### src/rtl/rand_sel_lfsr.sv
// rand_sel_lfsr: pseudo-random target selector for the whack-a-mole game.
// A maximal-length Fibonacci LFSR runs every cycle. A draw uses rejection
// sampling to give uniform indices in [OFFSET, OFFSET+RANGE-1]. It can
// optionally refuse to repeat the previous pick, and it falls back to a
// deterministic value after MAX_TRIES rejected candidates.
// The result port is rand_val because "rand" is a SystemVerilog keyword.
//
// Handshake: req is a level input that is sampled only in IDLE. A req
// raised while busy is dropped, not queued. valid is a one-cycle pulse that
// qualifies rand_val, and fallback is asserted in the same cycle. There is
// no backpressure: the consumer must take rand_val when valid is high.
// rand_val holds its value until the next valid or a reset.
module rand_sel_lfsr #(
  parameter int unsigned       LFSR_W    = 16,
  parameter int unsigned       RANGE     = 30,
  parameter int unsigned       OUT_W     = 5,
  parameter int unsigned       OFFSET    = 1,
  parameter bit                NO_REPEAT = 1'b1,
  parameter int unsigned       MAX_TRIES = 16,
  parameter logic [LFSR_W-1:0] SEED      = LFSR_W'(16'hACE1)
) (
  input  logic              clk,
  input  logic              rst_n,      // active-HIGH synchronous reset
  input  logic              seed_load,
  input  logic [LFSR_W-1:0] seed_in,
  input  logic              req,
  output logic              busy,
  output logic              valid,
  output logic [OUT_W-1:0]  rand_val,
  output logic              fallback,
  output logic [LFSR_W-1:0] dbg_lfsr,   // current LFSR contents
  output logic [0:0]        dbg_state   // 0 = IDLE, 1 = DRAW
);

  localparam int unsigned K  = $clog2(RANGE);
  localparam int unsigned TW = (MAX_TRIES > 1) ? $clog2(MAX_TRIES) : 1;

  // Feedback tap masks (bit 0 = LSB) for each supported width
  localparam logic [31:0] TAPS32 = (LFSR_W == 8)  ? 32'h0000_00B8 :
                                   (LFSR_W == 16) ? 32'h0000_B400 :
                                   (LFSR_W == 24) ? 32'h00E1_0000 :
                                                    32'h8020_0003;
  localparam logic [LFSR_W-1:0] TAP_MASK = TAPS32[LFSR_W-1:0];

  // Elaboration-time parameter legality checks
  generate
    if (!(LFSR_W == 8 || LFSR_W == 16 || LFSR_W == 24 || LFSR_W == 32)) begin : g_bad_lfsr_w
      $error("rand_sel_lfsr: LFSR_W must be 8, 16, 24 or 32");
    end
    if (RANGE < 2 || 64'(RANGE) > (64'd1 << OUT_W)) begin : g_bad_range
      $error("rand_sel_lfsr: RANGE must satisfy 2 <= RANGE <= 2**OUT_W");
    end
    if ((64'(OFFSET) + 64'(RANGE) - 64'd1) >= (64'd1 << OUT_W)) begin : g_bad_offset
      $error("rand_sel_lfsr: OFFSET+RANGE-1 does not fit in OUT_W bits");
    end
    if (MAX_TRIES < 1) begin : g_bad_tries
      $error("rand_sel_lfsr: MAX_TRIES must be at least 1");
    end
    if (SEED == '0) begin : g_bad_seed
      $error("rand_sel_lfsr: SEED must be nonzero");
    end
  endgenerate

  typedef enum logic [0:0] {
    ST_IDLE = 1'b0,
    ST_DRAW = 1'b1
  } state_e;

  state_e             state_q,    state_d;
  logic [LFSR_W-1:0]  lfsr_q,     lfsr_d;
  logic [TW-1:0]      tries_q,    tries_d;
  logic [K-1:0]       last_q,     last_d;
  logic               last_vld_q, last_vld_d;
  logic [OUT_W-1:0]   rand_q,     rand_d;
  logic               valid_q,    valid_d;
  logic               busy_q,     busy_d;
  logic               fallback_q, fallback_d;

  logic [LFSR_W-1:0]  lfsr_adv;
  logic [K-1:0]       cand;
  logic               reject;
  logic [K-1:0]       fb_sel;

  // Next-state logic: LFSR advance or seed, draw control, output staging
  always_comb begin
    lfsr_adv   = {lfsr_q[LFSR_W-2:0], ^(lfsr_q & TAP_MASK)};
    cand       = lfsr_q[K-1:0];
    reject     = (32'(cand) >= RANGE) ||
                 (NO_REPEAT && last_vld_q && (cand == last_q));
    // Fallback picks the target after the previous one so that it still
    // honours no-repeat. Without a history, it picks index 0.
    fb_sel     = (NO_REPEAT && last_vld_q) ?
                 ((32'(last_q) + 32'd1 == RANGE) ? '0 : last_q + 1'b1) : '0;

    state_d    = state_q;
    tries_d    = tries_q;
    last_d     = last_q;
    last_vld_d = last_vld_q;
    rand_d     = rand_q;
    valid_d    = 1'b0;
    fallback_d = 1'b0;

    // Seeding overrides the free-running advance. Zero would lock the LFSR.
    if (seed_load) begin
      lfsr_d = (seed_in == '0) ? SEED : seed_in;
    end else begin
      lfsr_d = lfsr_adv;
    end

    case (state_q)
      ST_IDLE: begin
        if (req && !seed_load) begin
          state_d = ST_DRAW;
          tries_d = '0;
        end
      end
      ST_DRAW: begin
        if (seed_load) begin
          // A reseed abandons the draw and leaves the last result in place
          state_d = ST_IDLE;
        end else if (!reject) begin
          rand_d     = OUT_W'(OFFSET) + OUT_W'(cand);
          last_d     = cand;
          last_vld_d = 1'b1;
          valid_d    = 1'b1;
          state_d    = ST_IDLE;
        end else if (32'(tries_q) == MAX_TRIES - 1) begin
          rand_d     = OUT_W'(OFFSET) + OUT_W'(fb_sel);
          last_d     = fb_sel;
          last_vld_d = 1'b1;
          valid_d    = 1'b1;
          fallback_d = 1'b1;
          state_d    = ST_IDLE;
        end else begin
          tries_d = tries_q + 1'b1;
        end
      end
      default: state_d = ST_IDLE;
    endcase

    busy_d = (state_d == ST_DRAW);
  end

  // State and registered outputs, with synchronous active-high reset
  always_ff @(posedge clk) begin
    if (rst_n) begin
      state_q    <= ST_IDLE;
      lfsr_q     <= SEED;
      tries_q    <= '0;
      last_q     <= '0;
      last_vld_q <= 1'b0;
      rand_q     <= '0;
      valid_q    <= 1'b0;
      busy_q     <= 1'b0;
      fallback_q <= 1'b0;
    end else begin
      state_q    <= state_d;
      lfsr_q     <= lfsr_d;
      tries_q    <= tries_d;
      last_q     <= last_d;
      last_vld_q <= last_vld_d;
      rand_q     <= rand_d;
      valid_q    <= valid_d;
      busy_q     <= busy_d;
      fallback_q <= fallback_d;
    end
  end

  assign busy      = busy_q;
  assign valid     = valid_q;
  assign rand_val  = rand_q;
  assign fallback  = fallback_q;
  assign dbg_lfsr  = lfsr_q;
  assign dbg_state = state_q;

endmodule

### config.mk
export PLATFORM = sky130hd
export DESIGN_NAME = rand_sel_lfsr
export DESIGN_NICKNAME = d
export VERILOG_FILES = /design/src/rtl/rand_sel_lfsr.sv
export SDC_FILE = /design/constraint.sdc
export NUM_CORES = 1
export LEC_CHECK = 0
export CAP_MARGIN = 20
export CORE_UTILIZATION = 60
export CTS_BUF_LIST = sky130_fd_sc_hd__clkbuf_4 sky130_fd_sc_hd__clkbuf_8
export DETAILED_ROUTE_END_ITERATION = 6
export DONT_BUFFER_PORTS = 1
export GPL_ROUTABILITY_DRIVEN = 0
export PLACE_DENSITY = 0.85
export SLEW_MARGIN = 20
export SYNTH_ARGS = -nofsm -noshare
export SYNTH_HDL_FRONTEND = slang
export SYNTH_SLANG_ARGS = --single-unit
### constraint.sdc
create_clock -name clk -period 5.6 [get_ports clk]
set_input_delay 1.4 -clock clk [delete_from_list [all_inputs] [get_ports clk]]
set_output_delay 1.4 -clock clk [all_outputs]
set_load 0.01 [all_outputs]
Word-level counts from Yosys, hierarchy flattened
Cells that the tools add are included.

Register bits: 34. Output and inout port bits: 25. Input bits: 20. Word-level logic and storage cells: 57.

Muxes and demuxes: 22. Bitwise logic cells: 3. Order comparisons: 1. Equal/unequal tests: 8. $add $sub $neg: 5. Reductions and logical operators: 10.

Operators by type and width (number): 16-bit 2-to-1 mux (2); 5-bit 2-to-1 mux (6); 16-bit logical NOT (1); 4-bit 2-to-1 mux (4); 16-bit parity (1); 1-bit by 5-bit adder with 5-bit output (first input constant) (2); 1-bit 2-to-1 mux (8); 4-bit one-hot mux with 2 select lines (1); 5-bit by 1-bit adder with 6-bit output (second input constant) (1); 6-bit by 5-bit equality test with 1-bit output (second input constant) (1); 2-bit inequality test (second input constant) (3); 5-bit by 1-bit adder with 5-bit output (second input constant) (1); 5-bit equality test (1); 5-bit >= comparator (second input constant) (1); 4-bit by 1-bit adder with 4-bit output (second input constant) (1); 4-bit equality test (second input constant) (1); 2-bit by 1-bit inequality test with 1-bit output (second input constant) (2); 4-bit AND reduction (1); 4-bit OR reduction (1); 1-bit NOT (3); 3-bit AND reduction (1); 3-bit OR reduction (1); 1-bit logical AND (2); 1-bit one-hot mux with 2 select lines (1); 2 further kinds (2).

Depth between registers and ports, before layout
Gate-level depths: netlist (run 1).

Depth after elaboration: 7. Gate-level depth with buffers: 12. Depth with buffers taken out: 11.

Worst setup path after synthesis (run 1)
OpenSTA, ideal clock, no wires.

Path type: input port to flip-flop. Start: in seed_load. End: reg tries_q[3]. Library setup time: 70 ps. Path slack: 2855 ps. Data required time: 5530 ps. Stages: 5. Data arrival time: 2675 ps. Buffers on the path: 1. Cells stage by stage: clkbuf_1 > or3b_2 > o21a_1 > or3_1 > a21oi_1.

Cells in the longest elaborated chain, start to end: 4. Elaborated cells on any way between the ends: 5. Those cells by class: eq/ne (2); reduce/logical (3).

RTL lines: from (decl) (RTL line 24) `input logic seed_load,`; 1-bit logical NOT (RTL line 112) `if (req && !seed_load) begin`; 1-bit logical AND (RTL line 112); 2-bit inequality test (no line); 4-bit AND reduction (no line) (*); to (signal assigned) (RTL line 159) `tries_q <= tries_d;`; to (decl) (RTL line 71) `logic [TW-1:0] tries_q, tries_d;`.

Every way passes the cells marked *; elsewhere a longest branch is shown, timed or not. A chain may end at the register's enable or synchronous reset.

Final worst setup path (run 1)
Start: reg lfsr_q[2], in the netlist dbg_lfsr[2]. End: reg rand_q[4], in the netlist rand_val[4].

Cells in the longest elaborated chain, start to end: 5. Elaborated cells on any way between the ends: 8. Those cells by class: add/sub (1); order compare (1); eq/ne (2); mux (1); reduce/logical (3).

RTL lines: from (decl) (RTL line 70) `logic [LFSR_W-1:0] lfsr_q, lfsr_d;`; from (signal assigned) (RTL line 158) `lfsr_q <= lfsr_d;`; parallel branches: the longest is 5 deep, another holds 5-bit >= comparator; to (signal assigned) (RTL line 162) `rand_q <= rand_d;`; to (decl) (RTL line 74) `logic [OUT_W-1:0] rand_q, rand_d;`.

Several ways; the timed one is not identified.

==> results.yml, run 1 <==
sta:
  relSlewSlack: 0.691
  period_share: 0.499
  hold_violations: 0
  report.final.slew_viol_count: 0
  clock_skew_ps: 12.8
  tightest_slew_ps: 459
  setup-violations-final: 0
  fin_tns_setup_ps: 0
  rsz0062_at_grt: "false"
  fmax_mhz: 358
  layout_min_cycle_time_ps: 2800
  timing.final.ws_setup_ps: 2800
placed_design:
  dpl.hpwl_mm: 2.73
  dp_cells: 215
  place_area_um2: 1730
  io_buffers: 0
  post-place-ws_ps: 2820
synthesis:
  ys_ff_latch: 34
  synthXorXnorAreaFrac: 0.0800
  syn_nets: 221
  synthMuxAreaShare: 0.0629
  syn-cell-area_um2: 1750
  synth_seq_area_share: 0.389
  synthAdderAreaFrac: 0.0286
  synth_compound_area_frac: 0.169
  synth_top_family_by_area: "simple AND/OR/NAND/NOR gates"
  synth_cell_types: 46
  async_reset_ff_frac: 0
  yosysWarningCount: 0
  syn_inst: 197
  avgSynthCellArea_um2: 8.89
  synth-simple-area-share: 0.223
  synth_ff_type: "dfxtp_1"
  synth_edf_count: 0
run:
  maxCapViolations: 0
detailed_routing:
  ant_nets: 0
  drc: 0
  vias_per_cell: 6.34
  drt-initial-drc-count: 46
  num_vias: 1408
  wl_mm: 3.71
  wl_per_cell_um: 16.7
  dr.pass1.iters: 4
pwr:
  leakage_nw: 0.719
  ir_drop_uv: 358
  p_per_area_nw_per_um2: 279
hold_path:
  min_to: "rand_val[0]"
  hold_path_class: "flip-flop to flip-flop"
  hold_start: "rand_val[0]"
  min_path_cells: 2
cts:
  tritoncts: "yes"
  clock_latency_ps: 350
  clkTransAtPathRegs_ps: 100
  cts_root_buffer: "clkbuf_4"
  cts.sinks: 34
  h-tree-depth: 2
  post_cts_buffers: 0
  cts_hold_buf: 0
  cts_resized: 0
  clock_path_buffers: 2
  cts_buffers: 5
floorplan:
  die_area_um2: 3140
  rows: 19
  die_h_um: 56.0
  core-area_um2: 2760
  start_util: 0.635
  io_pins: 45
  die_w_um: 56.0
worst_setup_path:
  worst_ep_required_time_ps: 5840
  critPathLaunch: "dbg_lfsr[2]"
  critical_path_class: "flip-flop to flip-flop"
  r2r-end: "rand_val[4]"
  regToRegSetupSlack_ps: 2800
  end_kind: "flip-flop"
  r2r_cells: 10
  startpoint_type: "flip-flop"
  critPathMaxFanout: 14
  arrival_ps: 3040
  r2r_start: "dbg_lfsr[2]"
cells_and_area:
  fin_nets: 215
  area_delta_synth_final_pct: 3.29
  final_cell_mix: "dfxtp_1, nor2_1, mux2i_1, nand2b_1"
  fin_area_um2: 1810
  finalNonFillerCells: 222
  final_common_cell: "dfxtp_1"
  drive_gt1_frac: 0.0681
  num_antenna_cells: 0
global_routing:
  grt_pass1_wl_mm: 6.40
  grt_max_degree: 35
  grt_pass1_vias: 1455
  overflow: 0
  antenna_found_initial: 0
  grt_usage: 0.260
outcome:
  outcome: "completed"
[flip-flops by register name (all words and copies together) (netlist names)]
| signal | count |
|---|---|
| valid | 1 |
| last_vld_q | 1 |
| busy | 1 |
| rand_val | 5 |
| tries_q | 4 |
| fallback | 1 |
| last_q | 5 |
| dbg_lfsr | 16 |
[routing by layer]
| layer | track usage | vias up | part of all wire |
|---|---|---|---|
| li1 | - | 686 | - |
| met1 | 0.316 | 650 | 0.43 |
| met2 | 0.405 | 58 | 0.46 |
| met3 | 0.0837 | 14 | 0.078 |
| met4 | 0.146 | 0 | 0.031 |
| met5 | 0 | - | 0 |
[power breakdown]
group / switching [mW] / total (mW) / leakage, nW / internal (mW)
clock: 0.0799 / 0.184 / 0.0443 / 0.104
sequential: 0.0193 / 0.273 / 0.279 / 0.253
combinational: 0.0249 / 0.0492 / 0.395 / 0.0243
[how the worst max path moves through the flow]
stage | to | slack (ps) | depth (start not counted)
floorplan | tries_q[3] | 2860 | 5
global placement | rand_val[4] | 2940 | 10
detailed placement | rand_val[4] | 2820 | 10
CTS | rand_val[4] | 2830 | 10
global route | rand_val[4] | 2560 | 10
finish | rand_val[4] | 2800 | 10
[cell usage after synthesis, types with 2 or more instances]
cell	number	share of area
dfxtp_1	34	0.39
nor2_1	23	0.049
mux2i_1	11	0.063
nand2b_1	11	0.039
nand2_1	10	0.021
xor2_1	10	0.050
clkbuf_1	8	0.017
o22ai_1	8	0.029
a21oi_1	7	0.020
inv_1	6	0.013
nand3_1	6	0.017
xnor2_1	6	0.030
ha_1	4	0.029
nor4_1	4	0.014
o21ai_0	4	0.011
nor3_1	3	0.0086
o311ai_0	3	0.015
a221oi_1	2	0.010
buf_2	2	0.0057
nand4_1	2	0.0071
nor2b_1	2	0.0071
nor3b_1	2	0.0086
o211a_1	2	0.011
o211ai_1	2	0.0086
o21a_1	2	0.0086
o21bai_1	2	0.0086
or3_1	2	0.0071
[layout make-up]
class                   instances  area, um2
inverters                       6       22.5
multi-input cells             144        986
clock inverters                 1       30.0
fillers                       234        948
clock buffers                   6       51.3
well taps                      31       38.8
flip-flops and latches         34        681
[metrics by stage]
| step | utilization | power, mW | hold slack (ps) |
|---|---|---|---|
| 5_1_grt | 0.656 | 0.526 | 547 |
| 4_1_cts | 0.656 | 0.509 | 512 |
| 2_1_floorplan | - | 0.323 | 467 |
| 3_5_place_dp | 0.627 | 0.327 | 492 |
| 3_3_place_gp | 0.627 | 0.325 | 480 |
| 6_report | 0.656 | 0.506 | 506 |
[cell families (layout without fill, tap and decap cells)]
| logic type | Yosys count | count (layout) |
|---|---|---|
| AO/OA/AOI/OAI | 40 | 40 |
| buffers and inverters | 19 | 13 |
| flip-flops | 34 | 34 |
| AND/OR/NAND/NOR | 73 | 73 |
| XOR/XNOR | 16 | 16 |
| adder cells (fa/ha/maj) | 4 | 4 |
| multiplexers | 11 | 11 |
[critical path: stages, from the launching register on]
cell,delay (ps)
dfxtp_1,540
xor2_1,170
nor4_4,430
a31oi_4,250
mux2i_1,250
ha_1,230
and2_1,160
o2bb2ai_1,80
a221oi_1,300
a21oi_1,70
a21o_1,190
Note: power is estimated with default switching activity, not from simulation.
==> run 2: changes to the inputs <==
--- a/config.mk
+++ b/config.mk
@@ -6,12 +6,12 @@
 export NUM_CORES = 1
 export LEC_CHECK = 0
 export CAP_MARGIN = 20
-export CORE_UTILIZATION = 60
+export CORE_UTILIZATION = 59
 export CTS_BUF_LIST = sky130_fd_sc_hd__clkbuf_4 sky130_fd_sc_hd__clkbuf_8
 export DETAILED_ROUTE_END_ITERATION = 6
 export DONT_BUFFER_PORTS = 1
 export GPL_ROUTABILITY_DRIVEN = 0
-export PLACE_DENSITY = 0.85
+export PLACE_DENSITY = 0.87
 export SLEW_MARGIN = 20
 export SYNTH_ARGS = -nofsm -noshare
 export SYNTH_HDL_FRONTEND = slang
==> constraint.sdc (replaced) <==
create_clock -name clk -period 2.35 [get_ports clk]
set_input_delay 0.5875 -clock clk [delete_from_list [all_inputs] [get_ports clk]]
set_output_delay 0.5875 -clock clk [all_outputs]
set_load 0.01 [all_outputs]
==> run 2 against run 1 <==
The flow now finishes with violations (negative setup slack). Maximum frequency increased by 18%. Design area increased by 11%. Cell count rose by 8.1%. Total power increased by 140%. Sequential power is 140% higher. Critical path depth increased by 1. First-iteration DRC count rose by 48%. Die area is 1.6% higher. Sequential cell count stayed put. Largest power group unchanged.
==> results.yml, run 2 (synthesis results as in run 1) <==
cells_and_area:
  largest_register_ffs: 16
  fillerInstances: 188
  num_antenna_cells: 0
  final_common_cell: "dfxtp_1"
  drive_gt1_frac: 0.230
  final_cell_mix: "dfxtp_1, nor2_1, buf_4"
  utilization: 0.720
  area_delta_synth_final_pct: 14.3
  fin_nets: 232
  finalNonFillerCells: 240
global_routing:
  overflow: 0
  grt_pass1_wl_mm: 7.04
  grt_usage: 0.287
  grt_pass1_vias: 1557
  antenna_found_initial: 0
  grt_max_degree: 35
floorplan:
  start_util: 0.630
  core-area_um2: 2780
  die_w_um: 56.5
  die_area_um2: 3190
  die_h_um: 56.5
  io_pins: 45
  rows: 19
cts:
  clock_latency_ps: 360
  clock_path_buffers: 2
  cts.sinks: 34
  tritoncts: "yes"
  h-tree-depth: 2
  cts_hold_buf: 0
  cts_buffers: 5
  clkTransAtPathRegs_ps: 120
  cts_root_buffer: "clkbuf_4"
sta:
  period_share: 1.01
  relSlewSlack: 0.679
  layout_min_cycle_time_ps: 2370
  setup-violations-final: 1
  tightest_slew_ps: 480
  fmax_mhz: 422
  hold_violations: 0
  timing.final.ws_setup_ps: -22.4
  clock_skew_ps: 9.82
  rsz0062_at_grt: "true"
  report.final.slew_viol_count: 0
  fin_tns_setup_ps: -22.4
worst_setup_path:
  worst_ep_required_time_ps: 2610
  r2r-end: "rand_val[4]"
  crit_end: "rand_val[4]"
  end_kind: "flip-flop"
  startpoint_type: "flip-flop"
  regToRegSetupSlack_ps: -20
  r2r_cells: 11
  arrival_ps: 2640
  r2r_start: "last_q[4]"
  critPathLaunch: "last_q[4]"
  critPathMaxFanout: 4
  critical_path_class: "flip-flop to flip-flop"
placed_design:
  post-place-ws_ps: -68.9
  dp_cells: 230
  io_buffers: 0
  dpl.hpwl_mm: 3.04
pwr:
  ir_drop_uv: 728
  finalPower_mw: 1.19
  leakage_nw: 0.800
  p_per_area_nw_per_um2: 597
run:
  maxCapViolations: 0
outcome:
  outcome: "finished, violations left"
  violations: "negative setup slack"
detailed_routing:
  num_vias: 1556
  dr.pass1.iters: 4
  drt-initial-drc-count: 68
  ant_nets: 0
  drc: 0
  wl_mm: 4.31
  wl_per_cell_um: 18.0
  vias_per_cell: 6.48
hold_path:
  hold_path_class: "primary input to flip-flop"
run 2: cell count changes in the layout (fill, tap and decap cells not counted), moves of 4 or more:
cell / change
xor2_1: -4
dfxtp_1: -5
buf_4: +17
dfxtp_2: +4
xor2_2: +4
run 2: how the worst min path moves through the flow:
stage	startpoint	end	depth (start not counted)	slack [ps]
after CTS	rst_n	rand_val[1]	1	270
after floorplan	tries_q[3]	tries_q[3]	2	470
after global placement	tries_q[3]	tries_q[3]	2	480
after detailed placement	rand_val[0]	rand_val[0]	2	490
after global routing	rst_n	last_q[1]	1	260
final	rst_n	last_q[2]	1	280
run 2: metrics by stage:
| stage | hold WS (ps) | cell area (um2) |
|---|---|---|
| detailed placement | 493 | 1870 |
| global placement | 478 | 1870 |
| global route | 260 | 2000 |
| CTS | 275 | 1990 |
| floorplan | 467 | 1800 |
| finish | 276 | 2000 |
run 2: worst max-delay path, cell delays in order (launching register included):
cell and delay, ps:
dfxtp_2 360, xor2_2 180, nor4_4 270, buf_4 190
a31oi_4 90, mux2i_2 270, ha_2 240, and2_4 140
o2bb2ai_2 60, a221oi_2 260, a21oi_1 70, a21o_1 150
run 2: power breakdown:
part           switching, mW  total (mW)  internal [mW]  leakage, nW
clock                  0.230       0.379          0.149       0.0349
sequential            0.0384       0.642          0.604        0.282
combinational         0.0867       0.174         0.0869        0.484
run 2: what timing repair did:
item                       4_1_cts  5_1_grt
resized for setup                8        5
setup buffers                    2        0
setup endpoints to repair        1        1
pin swaps                        3        2
gates cloned                     0        0
run 2: area by class of cell:
| cell class | instances | area [um2] | area share |
|---|---|---|---|
| sequential | 34 | 689 | 0.344 |
| timing repair buffer | 17 | 128 | 0.0637 |
| multi-input combinational | 144 | 1060 | 0.527 |
| tap | 31 | 38.8 | 0.0194 |
| clock inverter | 2 | 16.3 | 0.00812 |
| inverter | 6 | 22.5 | 0.0113 |
| clock buffer | 6 | 51.3 | 0.0256 |
run 2: layer usage:
layer / global-route usage / wire (um) / vias up / part of all wire
met2: 0.482 / 2180 / 64 / 0.51
met5: 0 / 0 / - / 0
met1: 0.343 / 1790 / 765 / 0.42
met3: 0.0876 / 275 / 8 / 0.064
li1: - / - / 719 / -
met4: 0.105 / 65 / 0 / 0.015
==> run 3: changes to the inputs <==
--- a/config.mk
+++ b/config.mk
@@ -6,12 +6,12 @@
 export NUM_CORES = 1
 export LEC_CHECK = 0
 export CAP_MARGIN = 20
-export CORE_UTILIZATION = 59
+export CORE_UTILIZATION = 45
 export CTS_BUF_LIST = sky130_fd_sc_hd__clkbuf_4 sky130_fd_sc_hd__clkbuf_8
 export DETAILED_ROUTE_END_ITERATION = 6
 export DONT_BUFFER_PORTS = 1
 export GPL_ROUTABILITY_DRIVEN = 0
-export PLACE_DENSITY = 0.87
+export PLACE_DENSITY = 0.71
 export SLEW_MARGIN = 20
 export SYNTH_ARGS = -nofsm -noshare
 export SYNTH_HDL_FRONTEND = slang
==> run 3 against run 2 <==
The flow now finishes without violations. Cell count increased by 8.3%. Register-to-register slack improved by 30 ps. Critical path depth unchanged. Utilization decreased by 16 points. Combinational power decreased by 3%.
==> results.yml, run 3 (synthesis results as in run 1) <==
outcome:
  outcome: "completed"
floorplan:
  die_h_um: 64.4
  die_w_um: 64.4
  core-area_um2: 3690
  start_util: 0.475
  die_area_um2: 4150
  io_pins: 45
  rows: 22
cts:
  h-tree-depth: 2
  cts.sinks: 34
  clock_path_buffers: 2
  cts_buffers: 5
  clkTransAtPathRegs_ps: 70
  tritoncts: "yes"
  cts_root_buffer: "clkbuf_8"
  cts_hold_buf: 0
  clock_latency_ps: 290
detailed_routing:
  ant_nets: 0
  wl_mm: 3.99
  num_vias: 1444
  wl_per_cell_um: 15.3
  dr.pass1.iters: 4
  vias_per_cell: 5.55
  drc: 0
  drt-initial-drc-count: 46
worst_setup_path:
  r2r_cells: 11
  worst_ep_required_time_ps: 2540
  startpoint_type: "flip-flop"
  cp_cell_sequence: "xor2_2 -> nor4_4 -> buf_4 -> a31oi_4 -> mux2i_2 -> ha_2 -> and2_4 -> nor2b_1 -> a221oi_2 -> a21oi_1 -> a21o_1"
  end_kind: "flip-flop"
  critPathMaxFanout: 3
  cpPeakStageDelay_ps: 360
  slowest_stage: "dfxtp_4"
  arrival_ps: 2540
  critical_path_class: "flip-flop to flip-flop"
cells_and_area:
  ff_latch_area_um2: 691
  finalNonFillerCells: 260
  area_delta_synth_final_pct: 17.7
  num_antenna_cells: 0
  final_cell_mix: "dfxtp_1, nor2_1, buf_4"
  fin_nets: 235
  utilization: 0.559
  largest_register_ffs: 16
  multiInputGateArea_um2: 1040
  fillerInstances: 338
  drive_gt1_frac: 0.236
  final_common_cell: "dfxtp_1"
placed_design:
  post-place-ws_ps: -5.19
  dp_cells: 250
  dpl.hpwl_mm: 2.92
  io_buffers: 0
sta:
  timing.final.ws_setup_ps: 3.61
  hold_ws_ps: 351
  hold_violations: 0
  report.final.slew_viol_count: 0
  fmax_mhz: 426
  clock_skew_ps: 5.05
  setup-violations-final: 0
  period_share: 0.998
  rsz0062_at_grt: "true"
  fin_tns_setup_ps: 0
  layout_min_cycle_time_ps: 2350
  tightest_slew_ps: 441
  relSlewSlack: 0.706
global_routing:
  grt_usage: 0.210
  overflow: 0
  grt_pass1_vias: 1369
  grt_max_degree: 35
  antenna_found_initial: 0
  grt_pass1_wl_mm: 6.47
run:
  maxCapViolations: 0
pwr:
  p_per_area_nw_per_um2: 615
  leakage_nw: 0.832
  ir_drop_uv: 487
hold_path:
  min_path_cells: 1
  hold_path_class: "primary input to flip-flop"
==> run 3: changes by cell type in the layout (fill, tap and decap cells not counted) <==
cell        previous run  this run
buf_4                 17        20
dfxtp_1               29        28
clkbuf_8               1         6
clkinv_2               0         1
nor3_2                 1         0
nor3_1                 2         3
clkinvlp_4             1         0
dfxtp_2                4         5
o311ai_1               0         1
o311ai_2               1         0
inv_6                  1         0
clkbuf_4               5         1
==> run 3: final cells by class <==
class,count,share of cell area
repair buffers,20,0.0728
clock inverters,1,0.00243
flip-flops and latches,34,0.335
multi-input cells,144,0.506
clock buffers,7,0.0437
well taps,48,0.0291
inverters,6,0.0109
==> run 3: per-stage QoR <==
stage	power [mW]	cell area [um2]
floorplan	0.776	1800
global placement	0.805	1920
detailed placement	0.807	1920
CTS	1.26	2020
global route	1.32	2060
finish	1.27	2060
==> run 3: power by group <==
part	internal (mW)	switching, mW	total (mW)
sequential	0.605	0.0375	0.642
combinational	0.0883	0.0804	0.169
clock	0.248	0.209	0.456
total	0.940	0.327	1.27
==> run 3: timing repair <==
item                                    4_1_cts  5_1_grt
endpoints found under the hold margin         0        0
cloned                                        0        0
pin swaps                                     2        6
setup buffers                                 0        2
gates resized for setup                       1       11
endpoints found under the setup margin        1        2
==> run 3: per-layer routing <==
| layer | vias to the layer above | part of all wire | wire length (um) | GRT usage |
|---|---|---|---|---|
| met5 | - | 0 | 0 | 0 |
| met4 | 0 | 0.012 | 48 | 0.0694 |
| met3 | 4 | 0.064 | 255 | 0.0857 |
| met2 | 41 | 0.47 | 1880 | 0.332 |
| met1 | 677 | 0.45 | 1810 | 0.257 |
| li1 | 722 | - | - | - |
==> run 3: critical path, delay by kind of cell, from the launching register on <==
family	cells	cell delay (ps)
simple gates	3	580
compound gates	4	560
flops	1	360
fa+ha+maj	1	200
mux	1	190
xor+xnor	1	180
buf+inv	1	180
==> run 3: path summary, 6_finish.rpt <==
kind | startpoint | to | slack, ps
max | last_q[2] | rand_val[4] | 4
min | rst_n | last_q[3] | 350
max reg2reg | last_q[2] | rand_val[4] | 4
min reg2reg | rand_val[0] | rand_val[0] | 500
